**src/rtl/lstm_sequencer.sv**
```systemverilog
// Initiator-side sequencer for an LSTM cell. It forwards weight/bias writes, seeds h/C,
// issues one x sample at a time and returns each step's y/C on a ready/valid stream.
module lstm_sequencer #(
    parameter int  WIDTH     = 16,
    parameter int  MAX_STEPS = 64,
    parameter int  TIMEOUT   = 15,
    localparam int WEIGHTS   = 4
) (
    input  logic                       clk,
    input  logic                       rst,
    input  logic                       cfg_valid,
    output logic                       cfg_ready,
    input  logic [1:0]                 cfg_sel,
    input  logic [1:0]                 cfg_gate,
    input  logic [WIDTH-1:0]           cfg_data,
    input  logic                       start,
    input  logic [WIDTH-1:0]           init_h,
    input  logic [WIDTH-1:0]           init_C,
    input  logic [WIDTH-1:0]           s_data,
    input  logic                       s_valid,
    input  logic                       s_last,
    output logic                       s_ready,
    output logic [WIDTH-1:0]           m_y,
    output logic [WIDTH-1:0]           m_C,
    output logic                       m_last,
    output logic                       m_valid,
    input  logic                       m_ready,
    output logic                       busy,
    output logic                       err,
    output logic [WEIGHTS*WIDTH-1:0]   lstm_weight_x,
    output logic [WEIGHTS*WIDTH-1:0]   lstm_weight_h,
    output logic [WEIGHTS*WIDTH-1:0]   lstm_bias_x,
    output logic [WEIGHTS*WIDTH-1:0]   lstm_bias_h,
    output logic [WEIGHTS-1:0]         lstm_weight_x_valid,
    output logic [WEIGHTS-1:0]         lstm_weight_h_valid,
    output logic [WEIGHTS-1:0]         lstm_bias_x_valid,
    output logic [WEIGHTS-1:0]         lstm_bias_h_valid,
    input  logic                       lstm_ready,
    output logic [WIDTH-1:0]           lstm_x_in,
    output logic [WIDTH-1:0]           lstm_h_in,
    output logic [WIDTH-1:0]           lstm_C_in,
    output logic                       lstm_x_in_valid,
    output logic                       lstm_h_in_valid,
    output logic                       lstm_C_in_valid,
    input  logic [WIDTH-1:0]           lstm_y_out,
    input  logic [WIDTH-1:0]           lstm_C_out,
    input  logic                       lstm_valid
);

    localparam int STEP_W  = (MAX_STEPS > 1) ? $clog2(MAX_STEPS) : 1;
    localparam int TIMER_W = $clog2(TIMEOUT + 1);
    localparam logic [STEP_W-1:0]  STEP_MAX  = STEP_W'(MAX_STEPS - 1);
    localparam logic [TIMER_W-1:0] TIMER_END = TIMER_W'(TIMEOUT - 1);

    typedef enum logic [1:0] {IDLE, ISSUE, WAIT, OUT} state_t;

    state_t              state;
    logic [WIDTH-1:0]    h_q;
    logic [WIDTH-1:0]    c_q;
    logic                first;
    logic                last;
    logic [STEP_W-1:0]   step;
    logic [TIMER_W-1:0]  timer;

    logic                cfg_fire;
    logic                x_fire;
    logic [WEIGHTS-1:0]  gate_onehot;
    logic [WEIGHTS*WIDTH-1:0] cfg_bus;

    // NOTE: cfg_ready is combinational, so it is masked by rst to keep every output at 0 during reset.
    assign cfg_ready   = !rst && (state == IDLE) && lstm_ready && !start;
    assign cfg_fire    = cfg_valid && cfg_ready;
    assign gate_onehot = WEIGHTS'(1) << cfg_gate;
    assign cfg_bus     = cfg_fire ? {WEIGHTS{cfg_data}} : '0;

    assign lstm_weight_x = cfg_bus;
    assign lstm_weight_h = cfg_bus;
    assign lstm_bias_x   = cfg_bus;
    assign lstm_bias_h   = cfg_bus;

    assign lstm_weight_x_valid = (cfg_fire && cfg_sel == 2'd0) ? gate_onehot : '0;
    assign lstm_weight_h_valid = (cfg_fire && cfg_sel == 2'd1) ? gate_onehot : '0;
    assign lstm_bias_x_valid   = (cfg_fire && cfg_sel == 2'd2) ? gate_onehot : '0;
    assign lstm_bias_h_valid   = (cfg_fire && cfg_sel == 2'd3) ? gate_onehot : '0;

    // h/C are only presented alongside the very first sample; the cell keeps its own state afterwards.
    assign s_ready         = (state == ISSUE) && lstm_ready;
    assign x_fire          = s_ready && s_valid;
    assign lstm_x_in_valid = x_fire;
    assign lstm_h_in_valid = x_fire && first;
    assign lstm_C_in_valid = x_fire && first;
    assign lstm_x_in       = (state == ISSUE) ? s_data : '0;
    assign lstm_h_in       = h_q;
    assign lstm_C_in       = c_q;

    assign busy = (state != IDLE);

    // NOTE: all sequential state is written with non-blocking assignments in this single block.
    always_ff @(posedge clk or posedge rst) begin
        if (rst) begin
            state   <= IDLE;
            h_q     <= '0;
            c_q     <= '0;
            first   <= 1'b0;
            last    <= 1'b0;
            step    <= '0;
            timer   <= '0;
            err     <= 1'b0;
            m_y     <= '0;
            m_C     <= '0;
            m_last  <= 1'b0;
            m_valid <= 1'b0;
        end else begin
            unique case (state)
                IDLE: begin
                    if (start) begin
                        h_q   <= init_h;
                        c_q   <= init_C;
                        first <= 1'b1;
                        step  <= '0;
                        err   <= 1'b0;
                        state <= ISSUE;
                    end
                end
                ISSUE: begin
                    if (x_fire) begin
                        first <= 1'b0;
                        last  <= s_last || (step == STEP_MAX);
                        timer <= '0;
                        state <= WAIT;
                    end
                end
                WAIT: begin
                    if (lstm_valid) begin
                        m_y     <= lstm_y_out;
                        m_C     <= lstm_C_out;
                        m_last  <= last;
                        m_valid <= 1'b1;
                        state   <= OUT;
                    end else if (timer == TIMER_END) begin
                        err   <= 1'b1;
                        state <= IDLE;
                    end else begin
                        timer <= timer + 1'b1;
                    end
                end
                OUT: begin
                    if (m_ready) begin
                        m_valid <= 1'b0;
                        m_last  <= 1'b0;
                        if (step != STEP_MAX) step <= step + 1'b1;
                        state   <= last ? IDLE : ISSUE;
                    end
                end
                default: state <= IDLE;
            endcase
        end
    end

endmodule

```
**config.mk**
```make
export PLATFORM = sky130hd
export DESIGN_NAME = lstm_sequencer
export DESIGN_NICKNAME = d
export VERILOG_FILES = /design/src/rtl/lstm_sequencer.sv
export SDC_FILE = /design/constraint.sdc
export NUM_CORES = 1
export LEC_CHECK = 0
export BUFFER_PORTS_ARGS = -buffer_cell sky130_fd_sc_hd__buf_2
export CORE_AREA = 3 3 183 185
export CTS_BUF_LIST = sky130_fd_sc_hd__clkbuf_8 sky130_fd_sc_hd__clkbuf_16
export CTS_CLUSTER_DIAMETER = 80
export DETAILED_ROUTE_END_ITERATION = 6
export DIE_AREA = 0 0 186 188
export GPL_TIMING_DRIVEN = 0
export HOLD_SLACK_MARGIN = 0.06
export SKIP_LAST_GASP = 1
export SLEW_MARGIN = 15
export SYNTH_ARGS = -nofsm -noshare
export SYNTH_HDL_FRONTEND = slang
export SYNTH_SLANG_ARGS = --single-unit
```
**constraint.sdc**
```tcl
create_clock -name clk -period 7.9 [get_ports clk]
set_input_delay 1.58 -clock clk [delete_from_list [all_inputs] [get_ports clk]]
set_output_delay 1.58 -clock clk [all_outputs]
set_load 0.01 [all_outputs]
```
* Yosys cells after proc, flatten, opt, wreduce, memory -nomap -nowiden *
Cells that the tools add are included.

operators by class
  $add $sub $neg = 2
  eq/ne operators = 18
  shift-type cells = 1
  multiplexer cells = 33
  reduce and logical (&&, ||, !) cells = 31

operators by type and width
  cell                 count
  $mux 64              1
  $mux 4               7
  $mux 6               3
  $mux 16              1
  $ne 2x2->1 const B   8
  $reduce_and 4->1     4
  $pmux 6 s2           1
  $reduce_bool 2->1    6
  $logic_and 1x1->1    11
  $mux 2               5
  $mux 1               9
  $eq 2x2->1 const B   4
  $pmux 1 s2           4
  $pmux 2 s4           1
  $pmux 4 s2           1
  $add 6x1->6 const B  1
  $eq 6x6->1 const B   1
  $ne 6x6->1 const B   1
  $reduce_and 2->1     3
  $reduce_and 3->1     2
  $add 4x1->4 const B  1
  $eq 2x1->1 const B   2
  $eq 4x4->1 const B   1
  $logic_not 2->1      2
  other kinds (4)      5

word-level totals
  flip-flop bits (word level) = 81
  input bits = 109
  output and inout port bits = 361
  word-level logic and storage cells = 97

* Longest topological paths before layout *
  word-level depth = 7
  mapped depth = 7
  depth with buffers taken out = 6

* Worst setup path before layout *
Ideal clock, no wire load.

  path kind = input port to output port
  start = input port rst
  end = output port lstm_bias_h[21]
  arrival = 2738 ps
  data required time = 6320 ps
  slack = 3582 ps
  cell stages on the path = 5
  buffers on the path = 2
  cell sequence = nor3_2 -> and4b_1 -> clkbuf_1 -> and2_1 -> buf_4

between the ends
  word-level cells in the longest chain between the ends = 6

ends and longest elaborated chain
  element                          line  source
  from (decl)                      10    input logic rst,
  $logic_not 1->1 (no line)        -
  $logic_and 1x1->1 (3 in series)  71    assign cfg_ready = !rst && (state == IDLE) && lstm_ready && !start;
  $logic_and 1x1->1                72    assign cfg_fire = cfg_valid && cfg_ready;
  $mux 64                          74    assign cfg_bus = cfg_fire ? {WEIGHTS{cfg_data}} : '0;
  to (decl)                        33    output logic [WEIGHTS*WIDTH-1:0] lstm_bias_h,

Every way passes these cells.

* Worst setup path in the final report *
  start = input port rst
  end = output port lstm_weight_h[53]

between the ends
  word-level cells in the longest chain between the ends = 6

ends and longest elaborated chain
  element                          line  source
  $logic_not 1->1 (no line)        -
  $logic_and 1x1->1 (3 in series)  71
  $logic_and 1x1->1                72
  $mux 64                          74
  to (decl)                        31    output logic [WEIGHTS*WIDTH-1:0] lstm_weight_h,

Every way passes these cells.

==> flow_results.xml <==
<?xml version="1.0" encoding="UTF-8"?>
<metrics>
  <group name="outcome">
    <metric name="result_of_the_run" unit="">finished clean</metric>
  </group>
  <group name="drt">
    <metric name="per_cell_routed_wire_length" unit="um">12.9</metric>
    <metric name="finalWirelength" unit="um">19300</metric>
    <metric name="drt_drc_violations_left" unit="">0</metric>
    <metric name="drt.antenna.violating_nets" unit="">0</metric>
    <metric name="via_count" unit="">5297</metric>
    <metric name="detailedRoute.firstIterationViolations" unit="">79</metric>
    <metric name="avgViaCountPerCell" unit="">3.54</metric>
    <metric name="drtPass1Iterations" unit="">4</metric>
  </group>
  <group name="die">
    <metric name="start_util" unit="">0.175</metric>
    <metric name="design.die.area" unit="mm2">0.0350</metric>
    <metric name="fp.dieW" unit="um">186</metric>
    <metric name="placement_rows" unit="">66</metric>
    <metric name="standard_cell_core_area" unit="mm2">0.0322</metric>
    <metric name="die_height" unit="um">188</metric>
    <metric name="num_io_pins" unit="">470</metric>
  </group>
  <group name="grt">
    <metric name="grt_start_max_net_pins" unit="">51</metric>
    <metric name="gr-total-overflow" unit="">0</metric>
    <metric name="grt_pass1_vias" unit="">4935</metric>
    <metric name="grt_pass1_wl" unit="um">27800</metric>
    <metric name="grt_antenna_before_repair" unit="">3</metric>
    <metric name="grtUsageTotal" unit="">0.102</metric>
  </group>
  <group name="layout">
    <metric name="area_delta_synth_final" unit="%">56.8</metric>
    <metric name="final_layout_size_suffix_gt1_frac" unit="">0.723</metric>
    <metric name="nFillCells" unit="">3491</metric>
    <metric name="fin_nets" unit="">1196</metric>
  </group>
  <group name="clocking">
    <metric name="clock_tree_root_buffer_cell" unit="">clkbuf_16</metric>
    <metric name="cts_tree" unit="">built</metric>
    <metric name="cts_buffer_count" unit="">9</metric>
    <metric name="post_cts.resized_instances" unit="">0</metric>
    <metric name="postCtsSetupRepairBufs" unit="">0</metric>
    <metric name="clkSinkCount" unit="">81</metric>
    <metric name="cts_buffer_depth" unit="">2</metric>
    <metric name="skew_pair_late_insertion_delay" unit="ps">340</metric>
    <metric name="htree_levels" unit="">3</metric>
    <metric name="cts.hold.buffers_added" unit="">0</metric>
    <metric name="worst_setup_hold_path_clk_slew" unit="ps">60</metric>
  </group>
  <group name="synth">
    <metric name="cell_taking_the_most_area_after_synthesis" unit="">dfrtp_1</metric>
    <metric name="synth_seq_area_share" unit="">0.359</metric>
    <metric name="synth_edf_count" unit="">0</metric>
    <metric name="synth-seq-cells" unit="">81</metric>
    <metric name="synth_commonest_cells" unit="">buf_4 (243), nand2_1 (110), dfrtp_1 (81)</metric>
    <metric name="post_synth_instance_area" unit="mm2">0.00565</metric>
    <metric name="yosysMostFrequentCell" unit="">buf_4</metric>
    <metric name="asyncSetResetFlopFracSynth" unit="">1.00</metric>
    <metric name="synth.top_cells.by_area" unit="">dfrtp_1 (36%), buf_4 (32%), nand2_1 (7.3%)</metric>
    <metric name="syn_inst" unit="">604</metric>
    <metric name="synth-main-ff-cell" unit="">dfrtp_1</metric>
    <metric name="syn-num-nets" unit="">716</metric>
    <metric name="synth.avg_cell_area" unit="um2">9.35</metric>
    <metric name="synth_top_area_share" unit="">0.359</metric>
    <metric name="yosys.cell_types.count" unit="">42</metric>
    <metric name="yosysWarnings" unit="">0</metric>
  </group>
  <group name="timing">
    <metric name="rsz0062_at_grt" unit="">no</metric>
    <metric name="clock-skew-final" unit="ps">7.51</metric>
    <metric name="max_slew_margin" unit="">0.329</metric>
    <metric name="tightest_slew" unit="ps">1010</metric>
    <metric name="worst_hold_slack" unit="ps">469</metric>
    <metric name="final-max-slew-violation-count" unit="">0</metric>
    <metric name="post-route-period-util" unit="">0.679</metric>
    <metric name="timing.final.setup_violations" unit="">0</metric>
    <metric name="timing.final.hold_violations" unit="">0</metric>
    <metric name="period_minus_slack" unit="ps">5360</metric>
    <metric name="setup_slack" unit="ps">2540</metric>
    <metric name="setup_tns" unit="ps">0</metric>
    <metric name="max_freq" unit="MHz">186</metric>
  </group>
  <group name="placed_design">
    <metric name="post-place-ws" unit="ps">2370</metric>
    <metric name="gpl.final_weighted_congestion" unit="">0.747</metric>
    <metric name="place.detailed.hpwl" unit="um">15900</metric>
    <metric name="port_buffers" unit="">468</metric>
  </group>
  <group name="power">
    <metric name="peakVddDrop" unit="mV">0.147</metric>
    <metric name="p_leak" unit="nW">5.83</metric>
    <metric name="power_density" unit="mW/mm2">229</metric>
  </group>
  <group name="worst_setup_path">
    <metric name="start_kind" unit="">input port</metric>
    <metric name="critical_path_class" unit="">in -&gt; out</metric>
    <metric name="worstPathArrival" unit="ps">3780</metric>
    <metric name="cp.required" unit="ps">6320</metric>
    <metric name="cp_max_fanout" unit="">16</metric>
    <metric name="end_kind" unit="">output port</metric>
  </group>
  <group name="min_path">
    <metric name="hold_path.class" unit="">reg -&gt; reg</metric>
  </group>
  <group name="job">
    <metric name="reported_max_cap_violation_count" unit="">0</metric>
  </group>
</metrics>
-- cells in the final DEF, fill, tap and decap left out, drive strengths merged, types with 2 or more instances in the layout --
master / Yosys / routed
o211ai: 3 / 3
nand3b: 2 / 2
a21oi: 3 / 3
nand4b: 2 / 2
o2bb2ai: 2 / 2
nor2b: 3 / 3
nand2b: 3 / 3
nand3: 10 / 10
nor2: 20 / 20
o31ai: 2 / 2
mux2: 33 / 33
o21ai: 4 / 4
xnor2: 2 / 2
inv: 5 / 6
clkbuf: 2 / 12
bufinv: 0 / 2
nor3: 5 / 5
a21o: 2 / 2
buf: 256 / 725
nand2: 112 / 112
a22o: 3 / 3
and2: 36 / 36
ha: 3 / 3
clkinv: 0 / 3
dfrtp: 81 / 81
mux2i: 2 / 2
-- state kept, by name (all words and copies together), names as in the netlist --
| register | count |
|---|---|
| last | 1 |
| m_last | 1 |
| m_valid | 1 |
| timer | 4 |
| step | 6 |
| lstm_h_in | 16 |
| m_y | 16 |
| first | 1 |
| state | 2 |
| m_C | 16 |
| lstm_C_in | 16 |
| err | 1 |
-- routing by layer --
layer / wire length, um / up-vias / global-route usage
met1: 7620 / 2389 / 0.117
li1: - / 2627 / -
met4: 266 / 0 / 0.0304
met5: 0 / - / 0
met2: 9390 / 265 / 0.181
met3: 1980 / 16 / 0.0332
-- metrics by stage --
step / power [mW] / cell area [um2] / util / std cells
finish: 2.03 / 8860 / 0.275 / 1498
global route: 2.18 / 8860 / 0.275 / 1498
CTS: 2.07 / 8850 / 0.275 / 1497
detailed placement: 1.60 / 8530 / 0.265 / 1481
global placement: 1.59 / 8500 / 0.264 / 1480
floorplan: 1.23 / 5650 / - / 604
-- cells by family after synthesis --
group | Yosys count | synth area share
and+or+nand+nor | 198 | 0.172
AOI/OAI and AO/OA | 22 | 0.0275
muxes | 35 | 0.0873
buffers and inverters | 263 | 0.345
adders and majority gates | 3 | 0.00665
xor gates and xnor gates | 2 | 0.00310
DFF | 81 | 0.359
-- final timing paths --
| kind | start | to | slack (ps) | cells after the start |
|---|---|---|---|---|
| max in group asynchronous | rst | m_y[1] | 6000 | 3 |
| min in group asynchronous | rst | state[1] | 1270 | 2 |
| worst max-delay path | rst | lstm_weight_h[53] | 2540 | 7 |
| worst min-delay path | lstm_C_in[4] | lstm_C_in[4] | 470 | 2 |
| worst max register to register | state[0] | step[3] | 6190 | 5 |
| worst min register to register | lstm_C_in[4] | lstm_C_in[4] | 470 | 2 |
-- worst max-delay path: stages --
cell,delay [ps]
buf_2,130
nor3_2,200
and4b_1,250
clkbuf_1,380
and2_1,870
buf_4,240
buf_2,120
-- layout make-up --
class | count | area, um2 | area share
buffer | 258 | 1930 | 0.218
clock buffer | 10 | 239 | 0.0270
clock inverter | 6 | 82.6 | 0.00932
multi-input combinational | 260 | 1680 | 0.189
inverter | 5 | 21.3 | 0.00240
tap | 408 | 510 | 0.0576
antenna | 1 | 2.50 | 0.000283
timing repair buffer | 469 | 2370 | 0.268
sequential | 81 | 2030 | 0.229
-- report_power, final --
| group | internal, mW | switching [mW] | leakage [nW] |
|---|---|---|---|
| combinational | 0.429 | 0.440 | 4.66 |
| sequential | 0.600 | 0.110 | 1.01 |
| clock | 0.284 | 0.170 | 0.164 |
| total | 1.31 | 0.720 | 5.83 |
Power figures use the tool's default switching activity.
